`src/rtl/writeback_pkg.sv`:
```
// Shared encodings, state type and size helpers for the writeback stage.
package writeback_pkg;

  localparam int unsigned RESULT_W = 64;

  localparam logic [2:0] OPSIZE_8  = 3'd1;
  localparam logic [2:0] OPSIZE_16 = 3'd2;
  localparam logic [2:0] OPSIZE_32 = 3'd3;
  localparam logic [2:0] OPSIZE_64 = 3'd4;

  localparam logic [1:0] STACK_PUSH = 2'b01;
  localparam logic [1:0] STACK_POP  = 2'b10;

  typedef enum logic {
    ST_IDLE = 1'b0,
    ST_MEM  = 1'b1
  } wb_state_t;

  // Operand size in bytes; zero marks an illegal encoding.
  function automatic logic [3:0] op_bytes(input logic [2:0] opsize);
    case (opsize)
      OPSIZE_8:  op_bytes = 4'd1;
      OPSIZE_16: op_bytes = 4'd2;
      OPSIZE_32: op_bytes = 4'd4;
      OPSIZE_64: op_bytes = 4'd8;
      default:   op_bytes = 4'd0;
    endcase
  endfunction

  function automatic logic [31:0] esp_update(input logic [31:0] esp,
                                             input logic [1:0]  op,
                                             input logic [3:0]  bytes);
    case (op)
      STACK_PUSH: esp_update = esp - 32'(bytes);
      STACK_POP:  esp_update = esp + 32'(bytes);
      default:    esp_update = esp;
    endcase
  endfunction

endpackage

```
`src/rtl/wb_mem_aligner.sv`:
```
// Splits a store of up to 8 bytes at any byte offset into aligned 32-bit beats.
module wb_mem_aligner
  import writeback_pkg::*;
#(
  parameter int unsigned ADDR_W = 32,
  parameter int unsigned DATA_W = 32
) (
  input  logic [RESULT_W-1:0] i_result,
  input  logic [ADDR_W-1:0]   i_addr,
  input  logic [2:0]          i_opsize,
  input  logic [1:0]          i_beat,
  output logic [ADDR_W-1:0]   o_mem_addr,
  output logic [DATA_W-1:0]   o_mem_data,
  output logic [DATA_W/8-1:0] o_mem_be,
  output logic                o_last_beat
);

  localparam int unsigned BE_W = DATA_W / 8;

  logic [1:0]  w_off;
  logic [3:0]  w_bytes;
  logic [95:0] w_window;
  logic [11:0] w_mask;
  logic [3:0]  w_span;
  logic [3:0]  w_nbeats;

  assign w_off    = i_addr[1:0];
  assign w_bytes  = op_bytes(i_opsize);
  assign w_window = {32'd0, i_result} << {w_off, 3'b000};
  assign w_mask   = ((12'd1 << w_bytes) - 12'd1) << w_off;
  // Bytes spanned from the aligned base, rounded up to whole beats.
  assign w_span   = {2'b00, w_off} + w_bytes;
  assign w_nbeats = (w_span + 4'd3) >> 2;

  assign o_mem_addr  = {i_addr[ADDR_W-1:2], 2'b00} + ADDR_W'({i_beat, 2'b00});
  assign o_mem_data  = DATA_W'(w_window >> {i_beat, 5'b00000});
  assign o_mem_be    = BE_W'(w_mask >> {i_beat, 2'b00});
  assign o_last_beat = ({2'b00, i_beat} == (w_nbeats - 4'd1));

endmodule

```
`src/rtl/writeback_top.sv`:
```
// Writeback stage: commits results to register files, ESP, and memory as aligned beats.
module writeback_top
  import writeback_pkg::*;
#(
  parameter int unsigned ADDR_W = 32,
  parameter int unsigned DATA_W = 32
) (
  input  logic                clk,
  input  logic                reset,
  input  logic                flush,
  input  logic                wb_valid,
  output logic                wb_ready,
  input  logic [RESULT_W-1:0] wb_result,
  input  logic [2:0]          wb_dest_reg,
  input  logic [ADDR_W-1:0]   wb_dest_address,
  input  logic [2:0]          wb_opsize,
  input  logic                wb_op_a_is_reg,
  input  logic                wb_op_a_is_segment,
  input  logic                wb_op_a_is_mmx,
  input  logic                wb_op_a_is_address,
  input  logic                wb_stack,
  input  logic [1:0]          wb_stack_op,
  input  logic [31:0]         wb_pc,
  input  logic [31:0]         esp_in,
  output logic                gpr_we,
  output logic [2:0]          gpr_sel,
  output logic [2:0]          gpr_opsize,
  output logic [31:0]         gpr_data,
  output logic                seg_we,
  output logic [2:0]          seg_sel,
  output logic [15:0]         seg_data,
  output logic                mmx_we,
  output logic [2:0]          mmx_sel,
  output logic [63:0]         mmx_data,
  output logic                esp_we,
  output logic [31:0]         esp_data,
  output logic                mem_valid,
  input  logic                mem_ready,
  output logic [ADDR_W-1:0]   mem_addr,
  output logic [DATA_W-1:0]   mem_data,
  output logic [DATA_W/8-1:0] mem_be,
  output logic                retire_valid,
  output logic [31:0]         retire_pc
);

  wb_state_t             r_state;
  logic [1:0]            r_beat;
  logic                  r_last_beat;
  logic [RESULT_W-1:0]   r_result;
  logic [ADDR_W-1:0]     r_addr;
  logic [2:0]            r_opsize;
  logic [1:0]            r_stack_op;
  logic                  r_stack_vld;
  logic [31:0]           r_esp;
  logic [31:0]           r_pc;

  wb_state_t             w_state_nxt;
  logic [1:0]            w_beat_nxt;
  logic                  w_hs;
  logic                  w_legal;
  logic                  w_stack_vld;
  logic                  w_capture;
  logic                  w_mem_load;
  logic                  w_gpr_we_nxt;
  logic                  w_seg_we_nxt;
  logic                  w_mmx_we_nxt;
  logic                  w_esp_we_nxt;
  logic                  w_retire_nxt;
  logic                  w_mem_valid_nxt;
  logic [31:0]           w_esp_data_nxt;
  logic [31:0]           w_retire_pc_nxt;

  logic [RESULT_W-1:0]   w_al_result;
  logic [ADDR_W-1:0]     w_al_addr_in;
  logic [2:0]            w_al_opsize;
  logic [1:0]            w_al_beat;
  logic [ADDR_W-1:0]     w_al_addr;
  logic [DATA_W-1:0]     w_al_data;
  logic [DATA_W/8-1:0]   w_al_be;
  logic                  w_al_last;

  assign w_hs        = wb_valid & wb_ready & ~flush;
  assign w_legal     = (op_bytes(wb_opsize) != 4'd0);
  assign w_stack_vld = wb_stack & ((wb_stack_op == STACK_PUSH) | (wb_stack_op == STACK_POP));

  // In IDLE the aligner prepares beat 0 of the incoming store; in MEM the next beat.
  assign w_al_result  = (r_state == ST_IDLE) ? wb_result       : r_result;
  assign w_al_addr_in = (r_state == ST_IDLE) ? wb_dest_address : r_addr;
  assign w_al_opsize  = (r_state == ST_IDLE) ? wb_opsize       : r_opsize;
  assign w_al_beat    = (r_state == ST_IDLE) ? 2'd0            : r_beat + 2'd1;

  wb_mem_aligner #(.ADDR_W(ADDR_W), .DATA_W(DATA_W)) u_aligner (
    .i_result    (w_al_result),
    .i_addr      (w_al_addr_in),
    .i_opsize    (w_al_opsize),
    .i_beat      (w_al_beat),
    .o_mem_addr  (w_al_addr),
    .o_mem_data  (w_al_data),
    .o_mem_be    (w_al_be),
    .o_last_beat (w_al_last)
  );

  // Next-state and next-output decode.
  always_comb begin
    w_state_nxt     = r_state;
    w_beat_nxt      = r_beat;
    w_capture       = 1'b0;
    w_mem_load      = 1'b0;
    w_gpr_we_nxt    = 1'b0;
    w_seg_we_nxt    = 1'b0;
    w_mmx_we_nxt    = 1'b0;
    w_esp_we_nxt    = 1'b0;
    w_retire_nxt    = 1'b0;
    w_mem_valid_nxt = 1'b0;
    w_esp_data_nxt  = esp_data;
    w_retire_pc_nxt = retire_pc;
    case (r_state)
      ST_IDLE: begin
        if (w_hs) begin
          w_capture = 1'b1;
          if (w_legal && wb_op_a_is_address &&
              !(wb_op_a_is_reg || wb_op_a_is_segment || wb_op_a_is_mmx)) begin
            w_state_nxt     = ST_MEM;
            w_beat_nxt      = 2'd0;
            w_mem_valid_nxt = 1'b1;
            w_mem_load      = 1'b1;
          end else begin
            w_retire_nxt    = 1'b1;
            w_retire_pc_nxt = wb_pc;
            if (w_legal) begin
              w_gpr_we_nxt = wb_op_a_is_reg;
              w_seg_we_nxt = wb_op_a_is_segment & ~wb_op_a_is_reg;
              w_mmx_we_nxt = wb_op_a_is_mmx & ~wb_op_a_is_reg & ~wb_op_a_is_segment;
              if (w_stack_vld && (wb_op_a_is_reg || wb_op_a_is_segment || wb_op_a_is_mmx)) begin
                w_esp_we_nxt   = 1'b1;
                w_esp_data_nxt = esp_update(esp_in, wb_stack_op, op_bytes(wb_opsize));
              end
            end
          end
        end
      end
      ST_MEM: begin
        // Flush is deliberately ignored here so a store is never torn.
        w_mem_valid_nxt = 1'b1;
        if (mem_ready) begin
          if (r_last_beat) begin
            w_state_nxt     = ST_IDLE;
            w_mem_valid_nxt = 1'b0;
            w_retire_nxt    = 1'b1;
            w_retire_pc_nxt = r_pc;
            if (r_stack_vld) begin
              w_esp_we_nxt   = 1'b1;
              w_esp_data_nxt = esp_update(r_esp, r_stack_op, op_bytes(r_opsize));
            end
          end else begin
            w_beat_nxt = r_beat + 2'd1;
            w_mem_load = 1'b1;
          end
        end
      end
      default: w_state_nxt = ST_IDLE;
    endcase
  end

  // State, capture and registered outputs.
  always_ff @(posedge clk) begin
    if (reset) begin
      r_state      <= ST_IDLE;
      r_beat       <= 2'd0;
      r_last_beat  <= 1'b0;
      r_result     <= '0;
      r_addr       <= '0;
      r_opsize     <= 3'd0;
      r_stack_op   <= 2'd0;
      r_stack_vld  <= 1'b0;
      r_esp        <= 32'd0;
      r_pc         <= 32'd0;
      wb_ready     <= 1'b1;
      gpr_we       <= 1'b0;
      gpr_sel      <= 3'd0;
      gpr_opsize   <= 3'd0;
      gpr_data     <= 32'd0;
      seg_we       <= 1'b0;
      seg_sel      <= 3'd0;
      seg_data     <= 16'd0;
      mmx_we       <= 1'b0;
      mmx_sel      <= 3'd0;
      mmx_data     <= 64'd0;
      esp_we       <= 1'b0;
      esp_data     <= 32'd0;
      mem_valid    <= 1'b0;
      mem_addr     <= '0;
      mem_data     <= '0;
      mem_be       <= '0;
      retire_valid <= 1'b0;
      retire_pc    <= 32'd0;
    end else begin
      r_state      <= w_state_nxt;
      r_beat       <= w_beat_nxt;
      wb_ready     <= (w_state_nxt == ST_IDLE);
      gpr_we       <= w_gpr_we_nxt;
      seg_we       <= w_seg_we_nxt;
      mmx_we       <= w_mmx_we_nxt;
      esp_we       <= w_esp_we_nxt;
      esp_data     <= w_esp_data_nxt;
      mem_valid    <= w_mem_valid_nxt;
      retire_valid <= w_retire_nxt;
      retire_pc    <= w_retire_pc_nxt;
      if (w_capture) begin
        r_result    <= wb_result;
        r_addr      <= wb_dest_address;
        r_opsize    <= wb_opsize;
        r_stack_op  <= wb_stack_op;
        r_stack_vld <= w_stack_vld;
        r_esp       <= esp_in;
        r_pc        <= wb_pc;
      end
      if (w_gpr_we_nxt) begin
        gpr_sel    <= wb_dest_reg;
        gpr_opsize <= wb_opsize;
        gpr_data   <= wb_result[31:0];
      end
      if (w_seg_we_nxt) begin
        seg_sel  <= wb_dest_reg;
        seg_data <= wb_result[15:0];
      end
      if (w_mmx_we_nxt) begin
        mmx_sel  <= wb_dest_reg;
        mmx_data <= wb_result;
      end
      if (w_mem_load) begin
        mem_addr    <= w_al_addr;
        mem_data    <= w_al_data;
        mem_be      <= w_al_be;
        r_last_beat <= w_al_last;
      end
    end
  end

endmodule

```
`config.mk`:
```
export PLATFORM = sky130hd
export DESIGN_NAME = writeback_top
export DESIGN_NICKNAME = d
export VERILOG_FILES = /design/src/rtl/writeback_pkg.sv /design/src/rtl/wb_mem_aligner.sv /design/src/rtl/writeback_top.sv
export SDC_FILE = /design/constraint.sdc
export NUM_CORES = 1
export LEC_CHECK = 0
export ABC_AREA = 1
export ABC_CLOCK_PERIOD_IN_PS = 4630
export BUFFER_PORTS_ARGS = -buffer_cell sky130_fd_sc_hd__buf_2
export CAP_MARGIN = 40
export CORE_UTILIZATION = 60
export CTS_CLUSTER_DIAMETER = 120
export CTS_CLUSTER_SIZE = 14
export DETAILED_ROUTE_END_ITERATION = 10
export HOLD_SLACK_MARGIN = 0.02
export PLACE_DENSITY_LB_ADDON = 0.15
export SETUP_SLACK_MARGIN = 0.05
export SYNTH_ARGS = -nofsm -noshare
export SYNTH_HDL_FRONTEND = slang
export SYNTH_SLANG_ARGS = --single-unit
```
`constraint.sdc`:
```
create_clock -name clk -period 4.63 [get_ports clk]
set_input_delay 0.2315 -clock clk [delete_from_list [all_inputs] [get_ports clk]]
set_output_delay 0.2315 -clock clk [all_outputs]
set_load 0.02 [all_outputs]
```
Yosys cells after proc, flatten, opt, wreduce, memory -nomap -nowiden
Cells that the tools add are included.
{"block": "op_classes", "bitwise": 12, "magnitude_cmp": 0, "eq_ne": 26, "n_div": 0, "add_sub_neg": 10, "mux": 70, "mul": 0, "n_reduce_logical": 10, "shifts": 5}
{"operator": "$mux 32", "count": 12}
{"operator": "$pmux 32 s2", "count": 4}
{"operator": "$add 32x4->32", "count": 3}
{"operator": "$shl 64x5->96", "count": 1}
{"operator": "$shr 96x7->32", "count": 1}
{"operator": "$mux 64", "count": 1}
{"operator": "$sub 32x4->32", "count": 2}
{"operator": "$pmux 4 s4", "count": 3}
{"operator": "$mux 4", "count": 9}
{"operator": "$mux 1", "count": 30}
{"operator": "$eq 3x2->1 const B", "count": 6}
{"operator": "$shl 1x4->12 const A", "count": 1}
{"operator": "$shl 12x2->12", "count": 1}
{"operator": "$shr 12x4->4", "count": 1}
{"operator": "$sub 12x1->12 const B", "count": 1}
{"operator": "$mux 2", "count": 5}
{"operator": "$ne 2x2->1 const B", "count": 5}
{"operator": "$eq 3x1->1 const B", "count": 3}
{"operator": "$eq 3x3->1 const B", "count": 3}
{"operator": "$ne 2x1->1 const B", "count": 4}
{"operator": "$pmux 1 s2", "count": 4}
{"operator": "$reduce_and 4->1", "count": 2}
{"operator": "$reduce_and 7->1", "count": 1}
{"operator": "$and 1x1->1", "count": 6}
{"operator": "other kinds (15)", "count": 24}
{"block": "word_totals", "output_inout_bits": 263, "latchBits": 0, "mem_bits_rw": 0, "memories": 0, "regBits": 432, "romBits": 0, "inputBits": 178}

Longest topological paths before layout
{"block": "logic_depth", "depth_word": 16, "ltp_mapped": 24, "ltp_nobuf": 24}

Hierarchy
From an unflattened synthesis, not the netlist that was laid out.
{"block": "hier_totals", "cells_unflattened": 4061, "area_unflattened_um2": 25350.6}
{"mod": "writeback_top", "area_per_inst_um2": 22205.0, "instances": 1, "seq_area_each_um2": 8648.3, "cells_each": 3414}
{"mod": "wb_mem_aligner", "area_per_inst_um2": 3145.5, "instances": 1, "seq_area_each_um2": 0.0, "cells_each": 647}

Worst setup path after synthesis
No wires, ideal clock.
{"block": "synth_path", "kind": "flip-flop to flip-flop", "startpoint": "reg r_state", "endpoint": "reg r_last_beat", "t_required_ps": 4560, "t_arrival_ps": 2975, "n_path_buf": 3, "slack_ps": 1585, "setup_ps": 70, "path_stages_with_launch": 13, "period_less_slack_ps": 3045, "cell_sequence": "dfxtp_1 -> buf_6 -> nand2_1 -> o21ai_2 -> buf_2 -> clkbuf_1 -> ha_1 -> a21o_1 -> fa_1 -> ha_1 -> a211oi_1 -> o211ai_1 -> a21oi_1"}
{"block": "synth_between", "elab_chain_cells": 7, "elab_cells_between_ends": 14, "cone_classes": "3 x add/sub; 5 x eq/ne; 5 x mux; 1 x bitwise"}
{"element": "from (decl)", "line": "writeback_top.sv:46", "rtl": "wb_state_t r_state;"}
{"element": "from (signal assigned)", "line": "writeback_top.sv:198", "rtl": "r_state <= w_state_nxt;"}
{"element": "$mux 3", "line": "writeback_top.sv:89", "rtl": "assign w_al_opsize = (r_state == ST_IDLE) ? wb_opsize : r_opsize;"}
{"element": "$eq 3x3->1, or another cell as far along", "line": "writeback_pkg.sv:21", "rtl": "case (opsize)"}
{"element": "$pmux 4 s4", "line": "writeback_pkg.sv:21"}
{"element": "$add 2x4->4", "line": "wb_mem_aligner.sv:32", "rtl": "assign w_span = {2'b00, w_off} + w_bytes;"}
{"element": "$add 4x2->4", "line": "wb_mem_aligner.sv:33", "rtl": "assign w_nbeats = (w_span + 4'd3) >> 2;"}
{"element": "$sub 2x1->3", "line": "wb_mem_aligner.sv:38", "rtl": "assign o_last_beat = ({2'b00, i_beat} == (w_nbeats - 4'd1));"}
{"element": "$eq 2x4->1", "line": "wb_mem_aligner.sv:38"}
{"element": "to (signal assigned)", "line": "writeback_top.sv:235", "rtl": "r_last_beat <= w_al_last;"}
{"element": "to (decl)", "line": "writeback_top.sv:48", "rtl": "logic r_last_beat;"}
Parallel ways exist; a longest one is shown, timed or not.
A chain may end at the register's enable or synchronous reset.

Final worst setup path
Ends and elaborated chain as after synthesis.

==> summary.txt <==
Layout
  • Final instance area: 0.0290 sq mm
  • Layout cell share with drive strength beyond 1: 14.2%
  • Post-synthesis to final-layout area growth: 19.3%
  • Post-Route Utilization: 72.7%
  • Nets@finish: 4404

Synthesis
  • Ys async rst share: 0%
  • YS warnings: 0
  • Syn Area/Cell: 6.53 sq um
  • Post-synthesis cell type count: 53
  • Area share of the largest cell type after synthesis: 35.5%
  • Post-synthesis register bit count: between 400 and 500
  • EDFF count, synth: 0
  • Seq/Total Area, Yosys: 35.5%
  • Cells after Synth: 3719
  • Post-synth top area cell: dfxtp_1
  • Mapped cell area: 0.0243 sq mm
  • Top FF cell, synth: dfxtp_1
  • Ranking of synthesized cells by area: dfxtp_1 35%, nand2_1 12%, o21ai_0 9.8%, nor2_1 8.0%, a21oi_1 7.0%

Timing
  • Crit path time final: around 3600 ps
  • Setup-failing EPs final: 0
  • Slew Limit Fails: 0
  • Post-route setup slack: 1010 ps
  • Period Utilization, post-route: 78.1%
  • Relative slew slack: 37.8%
  • Number of hold violations in the final report: 0
  • Unrepaired setup endpoints after global routing: false
  • Tightest Pin Transition: 924 ps
  • Fin Clk Skew: between 20 and 30 ps
  • Final Hold Slack: between 30 and 40 ps
  • Fin Setup TNS: 0 ps
  • Fmax: around 0.28 GHz

Job
  • Max Cap Viol: 0

Floorplan
  • Initial Util: 61.0%
  • Core area: 0.0398 sq mm
  • Die H: between 200 and 250 um
  • IO Count: 441
  • Die X: 203 um
  • Die area: 0.0413 sq mm
  • FP Rows: 73

Clock tree
  • Longest Clk Path Bufs: 3
  • CTS tree: built
  • Worst-Skew Late Latency: 580 ps
  • # Post-CTS Setup Buffers: 0
  • H-tree Lvls: 2
  • # clock sinks: 430
  • CTS Buf Count: 36
  • Resized cells post-CTS: 0
  • Root buffer cell: clkbuf_16
  • Clock transition at the registers of the reported paths: 80 ps

Route
  • Routed Antenna Nets: 0
  • Routed WL: 84.8 mm
  • Vias: 26750
  • Vias/cell: 5.71
  • First-iteration detailed-routing DRC count: 2886
  • Remaining DRCs: 0
  • WL/cell: 18.1 um
  • Total iterations of the first detailed-routing run: 8

Setup path
  • Worst path cell trace: buf_4, o21ai_0, inv_1, nor2_1, nand2_1, ha_1, a21o_1, fa_1, ha_1, a211oi_1, o211ai_1, a21oi_1
  • CP peak stage delay: between 600 and 700 ps
  • Crit path max-delay cell type: dfxtp_4
  • Critical Path RT: 5130 ps
  • Startpoint Class: register
  • Reg-to-reg slack, setup: 1010 ps
  • Crit path buf inv count: 2
  • Delay-heaviest family, CP: adder cells
  • CP Class: register to register
  • Crit path capture type: register
  • Crit path top cell by count: ha_1
  • Crit path max fanout: 78
  • CP arrival: between 4000 and 5000 ps

Power
  • Net switching power: between 2 and 3 mW
  • Power per Cell Area: 301 mW/mm^2
  • P_leak: about 14 nW
  • Sw frac: 31.7%
  • Sequential share of power: 45.1%
  • Power Internal: 5.95 mW
  • Gate power share: 22.1%
  • Maximum vdd drop: 0.000283 V
  • Clock Power Share: 32.8%

Global routing
  • Initial antenna violation count: 7
  • Largest net degree at the start of global routing: 98
  • First-pass GRT wire length: 132 mm
  • Vias in the first global route: 24724
  • GRT Util Overall: 40.1%
  • Global route total overflow: 0

Placed design
  • Port bufs: 438
  • Routability congestion estimate: 1.01
  • Pre-CTS setup slack: 1080 ps
  • Area after DPL: 0.0266 sq mm
  • Dpl hpwl: 60.2 mm

Run status
  • Status: finished, final reports clean

Hold path
  • Hold Crit Class: input pin to register
-- worst reg2reg max path, stage by stage, from the launching register on --
cell and delay (ps):
dfxtp_4 620, buf_4 620, o21ai_0 250, inv_1 150, nor2_1 90, nand2_1 110, ha_1 230, a21o_1 170
fa_1 480, ha_1 330, a211oi_1 230, o211ai_1 120, a21oi_1 140
-- cells by family after synthesis --
family / count (synthesis) / share of synthesized area (%)
AND/OR/NAND/NOR: 1518 / 25.4
AO/OA/AOI/OAI: 1049 / 23.7
buffers and inverters: 600 / 9.79
flip-flops: 430 / 35.5
adder cells (fa/ha/maj): 77 / 4.09
XOR/XNOR: 43 / 1.55
other: 1 / 0.0154
multiplexers: 1 / 0.0412
-- routing by layer --
metal | global-route usage [%] | share of wire (%)
met5 | 0 | 0.026
met1 | 50.3 | 40
met2 | 64.7 | 45
met4 | 23.3 | 5.8
met3 | 7.09 | 8.5
-- synthesized netlist by cell type (3+ instances only) --
| cell | instances |
|---|---|
| nor2_1 | 518 |
| nor2_4 | 3 |
| nand3_2 | 5 |
| and2_1 | 3 |
| nand2_2 | 3 |
| nor3_2 | 4 |
| or2_2 | 17 |
| or2_0 | 8 |
| clkbuf_1 | 161 |
| nand4_1 | 10 |
| buf_1 | 5 |
| buf_4 | 5 |
| a211oi_1 | 58 |
| nor2_2 | 10 |
| xnor2_1 | 14 |
| ha_1 | 73 |
| inv_2 | 13 |
| o221ai_1 | 3 |
| a31oi_1 | 47 |
| o211ai_1 | 41 |
| a21oi_1 | 339 |
| o22ai_1 | 19 |
| xor2_1 | 29 |
| nand3_1 | 144 |
| o21ai_2 | 14 |
| nor4_1 | 3 |
| buf_6 | 6 |
| o21ai_0 | 477 |
| a21o_1 | 8 |
| nand2_1 | 755 |
| buf_2 | 39 |
| nor3_1 | 28 |
| o21ai_1 | 19 |
| dfxtp_1 | 430 |
| o21bai_1 | 16 |
| fa_1 | 4 |
| inv_1 | 368 |
-- state kept, by name, indices dropped and copies added (netlist names), 2 cells and up --
register and flops:
mmx_data 64, r_result 64, esp_data 32, gpr_data 32, mem_data 32, r_addr 32, r_esp 32, r_pc 32
retire_pc 32, mem_addr 30, seg_data 16, mem_be 4, gpr_opsize 3, gpr_sel 3, mmx_sel 3, r_opsize 3
seg_sel 3, r_beat 2, r_stack_op 2
-- cell usage in the layout, fill, tap and decap left out, types with 11 or more instances in the layout --
cell type | Yosys | final
inv_2 | 13 | 11
inv_1 | 368 | 368
buf_2 | 39 | 437
o21ai_2 | 14 | 11
a31oi_1 | 47 | 47
xor2_1 | 29 | 29
or2_2 | 17 | 17
nand2_1 | 755 | 754
nand3_1 | 144 | 143
ha_1 | 73 | 73
o21ai_1 | 19 | 19
xnor2_1 | 14 | 14
o21bai_1 | 16 | 16
o21ai_0 | 477 | 477
buf_4 | 5 | 30
nor3_1 | 28 | 28
a211oi_1 | 58 | 58
o211ai_1 | 41 | 41
dlygate4sd3_1 | 0 | 136
dfxtp_1 | 430 | 429
o22ai_1 | 19 | 19
a21oi_1 | 339 | 339
nor2_1 | 518 | 518
clkbuf_16 | 0 | 36
-- metrics by stage --
stage	total power, mW	cells
2_1_floorplan	5.22	3720
3_3_place_gp	5.75	4495
3_5_place_dp	5.77	4500
4_1_cts	8.67	4677
5_1_grt	9.08	4680
6_report	8.71	4685
-- path summary, 6_finish.rpt --
check / startpoint / end / cells after the start
setup / recovery: r_state / r_last_beat / 12
hold / removal: wb_result[10] / r_result[10] / 3
setup reg to reg: r_state / r_last_beat / 12
hold reg to reg: r_addr[31] / r_addr[31] / 2
-- power by group through the flow --
stage	clock network [mW]	logic [mW]	registers, mW
global route	3.02	2.13	3.94
detailed placement	0	1.77	4.00
global placement	0	1.75	4.00
CTS	2.87	1.87	3.92
floorplan	0	1.17	4.05
finish	2.86	1.93	3.93
-- final cells by class --
type | count | area, sq um
Timing Repair Buffer | 608 | 3900
Sequential cell | 430 | 8610
Clock buffer | 37 | 905
Multi-Input combinational cell | 2690 | 13300
Tap cell | 525 | 657
Fill cell | 3407 | 10900
Inverter | 383 | 1450
Clock inverter | 4 | 75.1
Antenna cell | 8 | 20.0
-- timing repair --
action | 4_1_cts | 5_1_grt
hold buffers | 136 | 0
setup endpoints to repair | 0 | 0
hold endpoints to repair | 203 | 0
Note: power is estimated with default switching activity, not from simulation.
